`src/rtl/fifo_arb_pkg.sv`:
```
// Shared types and parameter defaults for the FIFO write-side round-robin arbiter.
package fifo_arb_pkg;

    typedef enum logic {
        IDLE  = 1'b0,
        GRANT = 1'b1
    } arb_state_t;

    localparam int unsigned ARB_NUM_REQ_DEF   = 4;
    localparam int unsigned ARB_DATA_W_DEF    = 8;
    localparam int unsigned ARB_MAX_BURST_DEF = 4;

endpackage

```
`src/rtl/rr_pick.sv`:
```
// Combinational round-robin picker: first set request searching upward from last_id+1.
module rr_pick
    import fifo_arb_pkg::*;
#(
    parameter  int unsigned NUM_REQ = ARB_NUM_REQ_DEF,
    localparam int unsigned ID_W    = $clog2(NUM_REQ)
) (
    input  logic [NUM_REQ-1:0] req,
    input  logic [ID_W-1:0]    last_id,
    output logic               any,
    output logic [ID_W-1:0]    winner_id
);

    logic [ID_W-1:0]      start;
    logic [2*NUM_REQ-1:0] req_dbl;
    logic [NUM_REQ-1:0]   rot;
    logic [ID_W-1:0]      offset;
    int unsigned          sum;

    // Rotate so the search start sits at bit 0, priority-encode, then rotate back.
    always_comb begin
        start   = (last_id >= ID_W'(NUM_REQ - 1)) ? '0 : last_id + ID_W'(1);
        req_dbl = {req, req};
        rot     = NUM_REQ'(req_dbl >> start);
        offset  = '0;
        for (int i = NUM_REQ - 1; i >= 0; i--) begin
            if (rot[i]) begin
                offset = ID_W'(i);
            end
        end
        sum = 32'(start) + 32'(offset);
        if (sum >= NUM_REQ) begin
            sum = sum - NUM_REQ;
        end
        winner_id = ID_W'(sum);
    end

    assign any = |req;

endmodule

```
`src/rtl/fifo_wr_arbiter.sv`:
```
// Round-robin burst arbiter sharing one FIFO write port among NUM_REQ valid/ready producers.
module fifo_wr_arbiter
    import fifo_arb_pkg::*;
#(
    parameter  int unsigned NUM_REQ   = ARB_NUM_REQ_DEF,
    parameter  int unsigned DATA_W    = ARB_DATA_W_DEF,
    parameter  int unsigned MAX_BURST = ARB_MAX_BURST_DEF,
    localparam int unsigned ID_W      = $clog2(NUM_REQ)
) (
    input  logic                      clk,
    input  logic                      reset_n,
    input  logic [NUM_REQ-1:0]        req_valid,
    input  logic [NUM_REQ*DATA_W-1:0] req_data,
    output logic [NUM_REQ-1:0]        req_ready,
    input  logic                      fifo_full,
    output logic                      fifo_wr_en,
    output logic [DATA_W-1:0]         fifo_din,
    output logic                      grant_valid,
    output logic [ID_W-1:0]           grant_id
);

    localparam int unsigned       CNT_W     = $clog2(MAX_BURST + 1);
    localparam logic [CNT_W-1:0]  LAST_BEAT = CNT_W'(MAX_BURST - 1);

    arb_state_t       state_q, state_d;
    logic [ID_W-1:0]  grant_id_q, grant_id_d;
    logic [ID_W-1:0]  last_id_q, last_id_d;
    logic [CNT_W-1:0] burst_cnt_q, burst_cnt_d;
    logic             pick_any;
    logic [ID_W-1:0]  pick_id;
    logic             owner_valid;
    logic             beat;

    rr_pick #(
        .NUM_REQ (NUM_REQ)
    ) u_pick (
        .req       (req_valid),
        .last_id   (last_id_q),
        .any       (pick_any),
        .winner_id (pick_id)
    );

    // Reset leaves last_id at the top index so producer 0 wins the first arbitration.
    always_ff @(posedge clk or negedge reset_n) begin
        if (!reset_n) begin
            state_q     <= IDLE;
            grant_id_q  <= '0;
            last_id_q   <= ID_W'(NUM_REQ - 1);
            burst_cnt_q <= '0;
        end else begin
            state_q     <= state_d;
            grant_id_q  <= grant_id_d;
            last_id_q   <= last_id_d;
            burst_cnt_q <= burst_cnt_d;
        end
    end

    // Next state plus the combinational handshake and write path of the current owner.
    always_comb begin
        state_d     = state_q;
        grant_id_d  = grant_id_q;
        last_id_d   = last_id_q;
        burst_cnt_d = burst_cnt_q;
        req_ready   = '0;
        fifo_wr_en  = 1'b0;
        fifo_din    = '0;
        owner_valid = req_valid[grant_id_q];
        beat        = 1'b0;

        case (state_q)
            IDLE: begin
                if (pick_any) begin
                    state_d     = GRANT;
                    grant_id_d  = pick_id;
                    burst_cnt_d = '0;
                end
            end
            GRANT: begin
                req_ready[grant_id_q] = !fifo_full;
                beat                  = owner_valid && !fifo_full;
                if (!owner_valid) begin
                    state_d   = IDLE;
                    last_id_d = grant_id_q;
                end else if (beat) begin
                    fifo_wr_en  = 1'b1;
                    fifo_din    = req_data[32'(grant_id_q)*DATA_W +: DATA_W];
                    burst_cnt_d = burst_cnt_q + CNT_W'(1);
                    if (burst_cnt_q == LAST_BEAT) begin
                        state_d   = IDLE;
                        last_id_d = grant_id_q;
                    end
                end
            end
            default: begin
                state_d = IDLE;
            end
        endcase
    end

    assign grant_valid = (state_q == GRANT);
    assign grant_id    = grant_id_q;

endmodule
```
`config.mk`:
```
export PLATFORM = sky130hd
export DESIGN_NAME = fifo_wr_arbiter
export DESIGN_NICKNAME = d
export VERILOG_FILES = /design/src/rtl/fifo_arb_pkg.sv /design/src/rtl/rr_pick.sv /design/src/rtl/fifo_wr_arbiter.sv
export SDC_FILE = /design/constraint.sdc
export NUM_CORES = 1
export LEC_CHECK = 0
export BUFFER_PORTS_ARGS = -buffer_cell sky130_fd_sc_hd__buf_4
export CAP_MARGIN = 20
export CORE_MARGIN = 2
export CORE_UTILIZATION = 39
export CTS_CLUSTER_DIAMETER = 120
export DETAILED_ROUTE_END_ITERATION = 6
export PLACE_DENSITY = 0.8
export SLEW_MARGIN = 10
export SYNTH_ARGS = -nofsm -noshare
export SYNTH_HDL_FRONTEND = slang
export SYNTH_HIERARCHICAL = 1
export SYNTH_SLANG_ARGS = --single-unit
```
`constraint.sdc`:
```
create_clock -name clk -period 1.8 [get_ports clk]
set_input_delay 0.27 -clock clk [delete_from_list [all_inputs] [get_ports clk]]
set_output_delay 0.27 -clock clk [all_outputs]
set_load 0.02 [all_outputs]
```
* After elaboration in Yosys (flattened, before gate mapping) *
Cells that the tools add are included.

word-level totals
  logic and storage cells = 58
  register bits = 8
  input port bits = 39

cells by class
  shift operators = 2
  add/subtract/negate cells = 4
  mux-type cells = 29
  eq/ne operators = 6
  bitwise gates (word level) = 2
  order comparisons = 4
  reduce and logical (&&, ||, !) cells = 7

operators with widths
  operator                                                                 number
  32-bit by 6-bit variable part select with 8-bit output                   1
  8-bit two-way mux                                                        3
  2-bit two-way mux                                                        9
  1-bit two-way mux                                                        9
  3-bit two-way mux                                                        3
  2-bit by 1-bit inequality test with 1-bit output, second input constant  4
  8-bit by 2-bit right shift with 4-bit output                             1
  3-bit one-hot mux with 2 select lines                                    1
  3-bit AND reduction                                                      2
  4-bit bitwise AND                                                        1
  4-bit two-way mux                                                        1
  4-bit OR reduction                                                       1
  2-bit by 2-bit adder with 3-bit output                                   1
  3-bit by 1-bit adder with 3-bit output, second input constant            1
  3-bit by 2-bit equality test with 1-bit output, second input constant    1
  3-bit >= comparator, second input constant                               1
  2-bit by 3-bit < comparator with 1-bit output, second input constant     1
  2-bit by 1-bit adder with 2-bit output, second input constant            1
  1-bit binary-select mux with 2-bit select                                1
  1-bit demux with 2-bit select                                            1
  2-bit by 1-bit >= comparator with 1-bit output, second input constant    1
  2-bit >= comparator, second input constant                               1
  1-bit logical AND                                                        2
  2-bit inequality test, second input constant                             1
  5 further kinds                                                          5

* Longest topological paths before layout *
  depth after elaboration = 10
  depth in mapped cells = 6
  depth with buffers taken out = 6

* By module *
The synthesis kept the hierarchy.

modules (own cells, without submodules)
  module           cells an instance  sequential area each (um^2)  times used  area each (um^2)
  fifo_wr_arbiter  60                 202.7                        1           732.0
  rr_pick          31                 0.0                          1           202.7

* Least setup slack after synthesis *
No wires, ideal clock.

  kind = register to register
  start point = register last_id_q[0]
  end point = register grant_id_q[0] (netlist: grant_id[0])
  data required time = 1.675 ns
  data arrival time = 1.637 ns
  cell stages (with the launch flop) = 7
  period minus slack after synthesis = 1.762 ns
  setup slack = 0.038 ns
  cell sequence = dfstp_2 -> ha_1 -> nand2b_1 -> a21oi_1 -> o211ai_1 -> nor3b_2 -> mux2_2

between the ends
  longest elaborated chain between the ends = 10
  elaborated cells between the ends (all ways) = 12
  classes of those cells = add/sub: 3; order compare: 2; shift: 1; mux: 6

RTL lines
  item                                                                                line                          text
  start: declaration                                                                  fifo_wr_arbiter.sv:27         logic [ID_W-1:0] last_id_q, last_id_d;
  start signal: assignment                                                            fifo_wr_arbiter.sv:48         last_id_q <= ID_W'(NUM_REQ - 1);
  start signal: assignment                                                            fifo_wr_arbiter.sv:53         last_id_q <= last_id_d;
  2-bit by 1-bit adder with 2-bit output or 2-bit >= comparator (tied branches)       rr_pick.sv:22                 start = (last_id >= ID_W'(NUM_REQ - 1)) ? '0 : last_id + ID_W'(1);
  2-bit two-way mux (*)                                                               rr_pick.sv:22
  8-bit by 2-bit right shift with 4-bit output                                        rr_pick.sv:24                 rot = NUM_REQ'(req_dbl >> start);
  2-bit two-way mux (4 in a row)                                                      rr_pick.sv:27                 if (rot[i]) begin
  2-bit by 2-bit adder with 3-bit output (*)                                          rr_pick.sv:31                 sum = 32'(start) + 32'(offset);
  3-bit >= comparator or 2-bit by 1-bit subtractor with 2-bit output (tied branches)  rr_pick.sv:32, rr_pick.sv:33
  2-bit two-way mux (*)                                                               rr_pick.sv:32                 if (sum >= NUM_REQ) begin
  via pick_id[0]                                                                      fifo_wr_arbiter.sv:30         logic [ID_W-1:0] pick_id;
  end signal: assignment                                                              fifo_wr_arbiter.sv:52         grant_id_q <= grant_id_d;
  end: declaration                                                                    fifo_wr_arbiter.sv:26         logic [ID_W-1:0] grant_id_q, grant_id_d;

Mark *: on every way through the listed nets, which the timed path passes. The rest lies on a longest branch.
A chain may end at the register's enable or synchronous reset.

* Worst setup path in the final report *
  start point = register grant_id_q[1] (netlist: grant_id[1])
  end point = output port fifo_din[2]

between the ends
  longest elaborated chain between the ends = 6
  elaborated cells between the ends (all ways) = 7
  classes of those cells = shift: 1; mux: 5; reduce/logical: 1

RTL lines
  item                                                                                            line                   text
  branches (longest 4 deep; another with 32-bit by 6-bit variable part select with 8-bit output)  --
  8-bit two-way mux (*)                                                                           fifo_wr_arbiter.sv:81  if (!owner_valid) begin
  8-bit two-way mux (*)                                                                           fifo_wr_arbiter.sv:70  case (state_q)
  end: declaration                                                                                fifo_wr_arbiter.sv:17  output logic [DATA_W-1:0] fifo_din,

Every way passes the cells marked *. The select of a mux whose other input is x is not followed.

==> reports/qor.yml <==
remaining_drc_errors: 0
cts_num_sinks: 8
end_kind: "output pin"
ir_drop_mv: 0.953
cts-buffers-inserted: 3
overflow: 0
worstPathMaxFanout: 4
place_ws_ns: -0.0604
clock_latency_ns: 0.27
synth_top_cell_area_share: 0.193
start_util: 0.418
maxCapViolCount: 0
cts_tree: "done"
placementRows: 17
syn_inst: 91
dp_hpwl_um: 2150
die_y_um: 53.0
layout_commonest_cell: "buf_4"
slew_headroom: 0.804
hp-class: "input pin to async pin"
via_per_inst: 5.36
path_class: "register to output pin"
layout_min_cycle_time_ns: 1.91
gp_congestion: 0.765
setup_ws_ns: -0.106
die-area_sq_um: 2800
clk_pin_slew_ns: 0.07
met3WireLength_um: 96
fp.dieW_um: 53.0
port_buffers: 54
setup_violations: 9
ant_nets: 0
fillers: 180
layout_common_cells: "buf_4 (59), mux4_2 (8), nor2b_1 (7)"
first_pass_iters: 4
via_count: 992
grt_setup_unrepaired: "true"
yosysUniqueCellTypes: 37
final_nets: 200
crit_required_ns: 1.53
synth_area_leaders: "mux4_2 (19%), dfrtp_1 (16%), dfstp_2 (5.6%), nor2b_1 (5.4%), ha_1 (4.0%)"
finClkSkew_ns: 0.0143
yosysTopAreaCell: "mux4_2"
wl_met1_um: 1060
wire_per_inst_um: 14.6
utilization: 0.695
arrival_ns: 1.64
synth_area_sq_um: 935
final_max_slew_viol_count: 0
grt_max_degree: 13
power_leakage_nw: 0.726
max_freq_mhz: 525
startpoint_type: "register"
wl_met2_um: 1510
area_growth_pct: 66.0
clock_path_buffers: 2
seq_area_frac_synth: 0.217
top_layer: "met4"
status: "finished, violations left"
htreeDepth: 1
avgSynthCellArea_sq_um: 10.3
drtIter0Drc: 12
grt_pass1_wl_um: 4240
antenna_found_initial: 0
synth_nets: 133
timing.final.crit_share: 1.06
violations: "setup timing"
hold_violations: 0
wl_um: 2710
ys_warn_count: 6
io_pins: 55
grt_pass1_vias: 972
worstMarginPinSlew_ns: 0.293
drive_above_1_share: 0.618
ys_ff_latch: 8
diodes: 0
grt_util_all_layers: 0.208
power_density_nw_per_um2: 1470
core_sq_um: 2230
clockRootBuffer: "clkbuf_4"
## synth_stat cells
library cell / n
mux2_4: 2
or2_2: 2
dfstp_2: 2
nor2b_1: 8
mux4_2: 8
o21ai_0: 6
and3b_1: 1
a31o_1: 1
o21a_1: 2
o41a_1: 1
o211ai_2: 1
nand3_1: 4
and2b_1: 2
and2_1: 2
inv_1: 3
buf_6: 2
mux2_2: 3
nand3b_1: 1
nor2_1: 3
o31ai_1: 1
or3b_1: 1
nor4_1: 1
a21oi_1: 4
buf_4: 2
o22a_1: 1
nand2_1: 4
dfrtp_1: 6
nor3b_2: 2
nor3b_1: 1
ha_1: 3
o21bai_1: 1
nand2b_1: 3
o211ai_1: 2
a21boi_0: 2
clkbuf_1: 1
a31oi_1: 1
a22oi_4: 1
## area by class of cell
class                   instances  area, sq um  share of cell area
repair buffers                 67          549               0.354
clock buffers                   4         26.3              0.0169
flip-flops and latches          8          205               0.132
inverters                       3         13.8             0.00887
well taps                      28         35.0              0.0226
multi-input cells              75          722               0.465
## report_power, final
| part | switching, mW | internal, mW | total (mW) |
|---|---|---|---|
| sequential | 0.0949 | 0.280 | 0.375 |
| combinational | 0.770 | 0.984 | 1.75 |
| clock | 0.0694 | 0.0852 | 0.155 |
## stage by stage
| step | setup TNS (ns) | hold WS, ns | instance area [sq um] | std cells | power, mW |
|---|---|---|---|---|---|
| finish | -0.808 | 0.354 | 1550 | 185 | 2.28 |
| global route | -1.30 | 0.363 | 1550 | 185 | 2.46 |
| CTS | -0.981 | 0.351 | 1530 | 185 | 2.22 |
| detailed placement | -0.0604 | 0.0934 | 1420 | 178 | 1.94 |
| global placement | 0 | 0.0938 | 1420 | 178 | 1.89 |
| floorplan | 0 | -0.0256 | 935 | 91 | 1.41 |
## registers in the layout, summed over array words and instances, names as in the netlist
signal / flops
grant_valid: 1
last_id_q: 2
grant_id: 2
burst_cnt_q: 3
## worst paths after layout
kind | from | endpoint | slack (ns) | cells past startpoint
setup reg to reg | last_id_q[0]$_DFFE_PN1P_ | grant_id[0]$_DFFE_PN0P_ | 0.07 | 5
max in group asynchronous | reset_n | last_id_q[1]$_DFFE_PN1P_ | 1.22 | 2
setup / recovery | grant_id[1]$_DFFE_PN0P_ | fifo_din[2] | -0.11 | 5
hold / removal | reset_n | burst_cnt_q[0]$_DFFE_PN0P_ | 0.35 | 2
hold reg to reg | burst_cnt_q[1]$_DFFE_PN0P_ | burst_cnt_q[1]$_DFFE_PN0P_ | 0.52 | 2
min in group clk | req_valid[3] | grant_valid$_DFF_PN0_ | 0.38 | 4
## kinds of logic after synthesis
family / after synthesis / share of synthesized area
AO/OA/AOI/OAI: 24 / 0.191
adder cells (fa/ha/maj): 3 / 0.0402
buffers and inverters: 8 / 0.0562
flip-flops: 8 / 0.217
multiplexers: 13 / 0.261
AND/OR/NAND/NOR: 35 / 0.234
## routing by layer
layer  global-route usage  vias to the layer above
met2                0.375                       21
li1                     -                      477
met4               0.0769                        0
met3               0.0311                        5
met5                    0                        -
met1                0.246                      489
## worst max-delay path, stage by stage (launching register included)
cell	delay, ns
dfrtp_2	0.44
mux2_4	0.33
a22oi_4	0.25
buf_4	0.17
nor2b_1	0.04
buf_4	0.15
## repair_timing
| item | 4_1_cts | 5_1_grt |
|---|---|---|
| setup endpoints to repair | 10 | 11 |
| hold endpoints to repair | 6 | 0 |
| pin swaps | 1 | 2 |
| hold buffers | 1 | 0 |
| gates resized for setup | 11 | 7 |
| buffers inserted | 2 | 0 |
No activity file was read; power rests on OpenSTA's default activity.
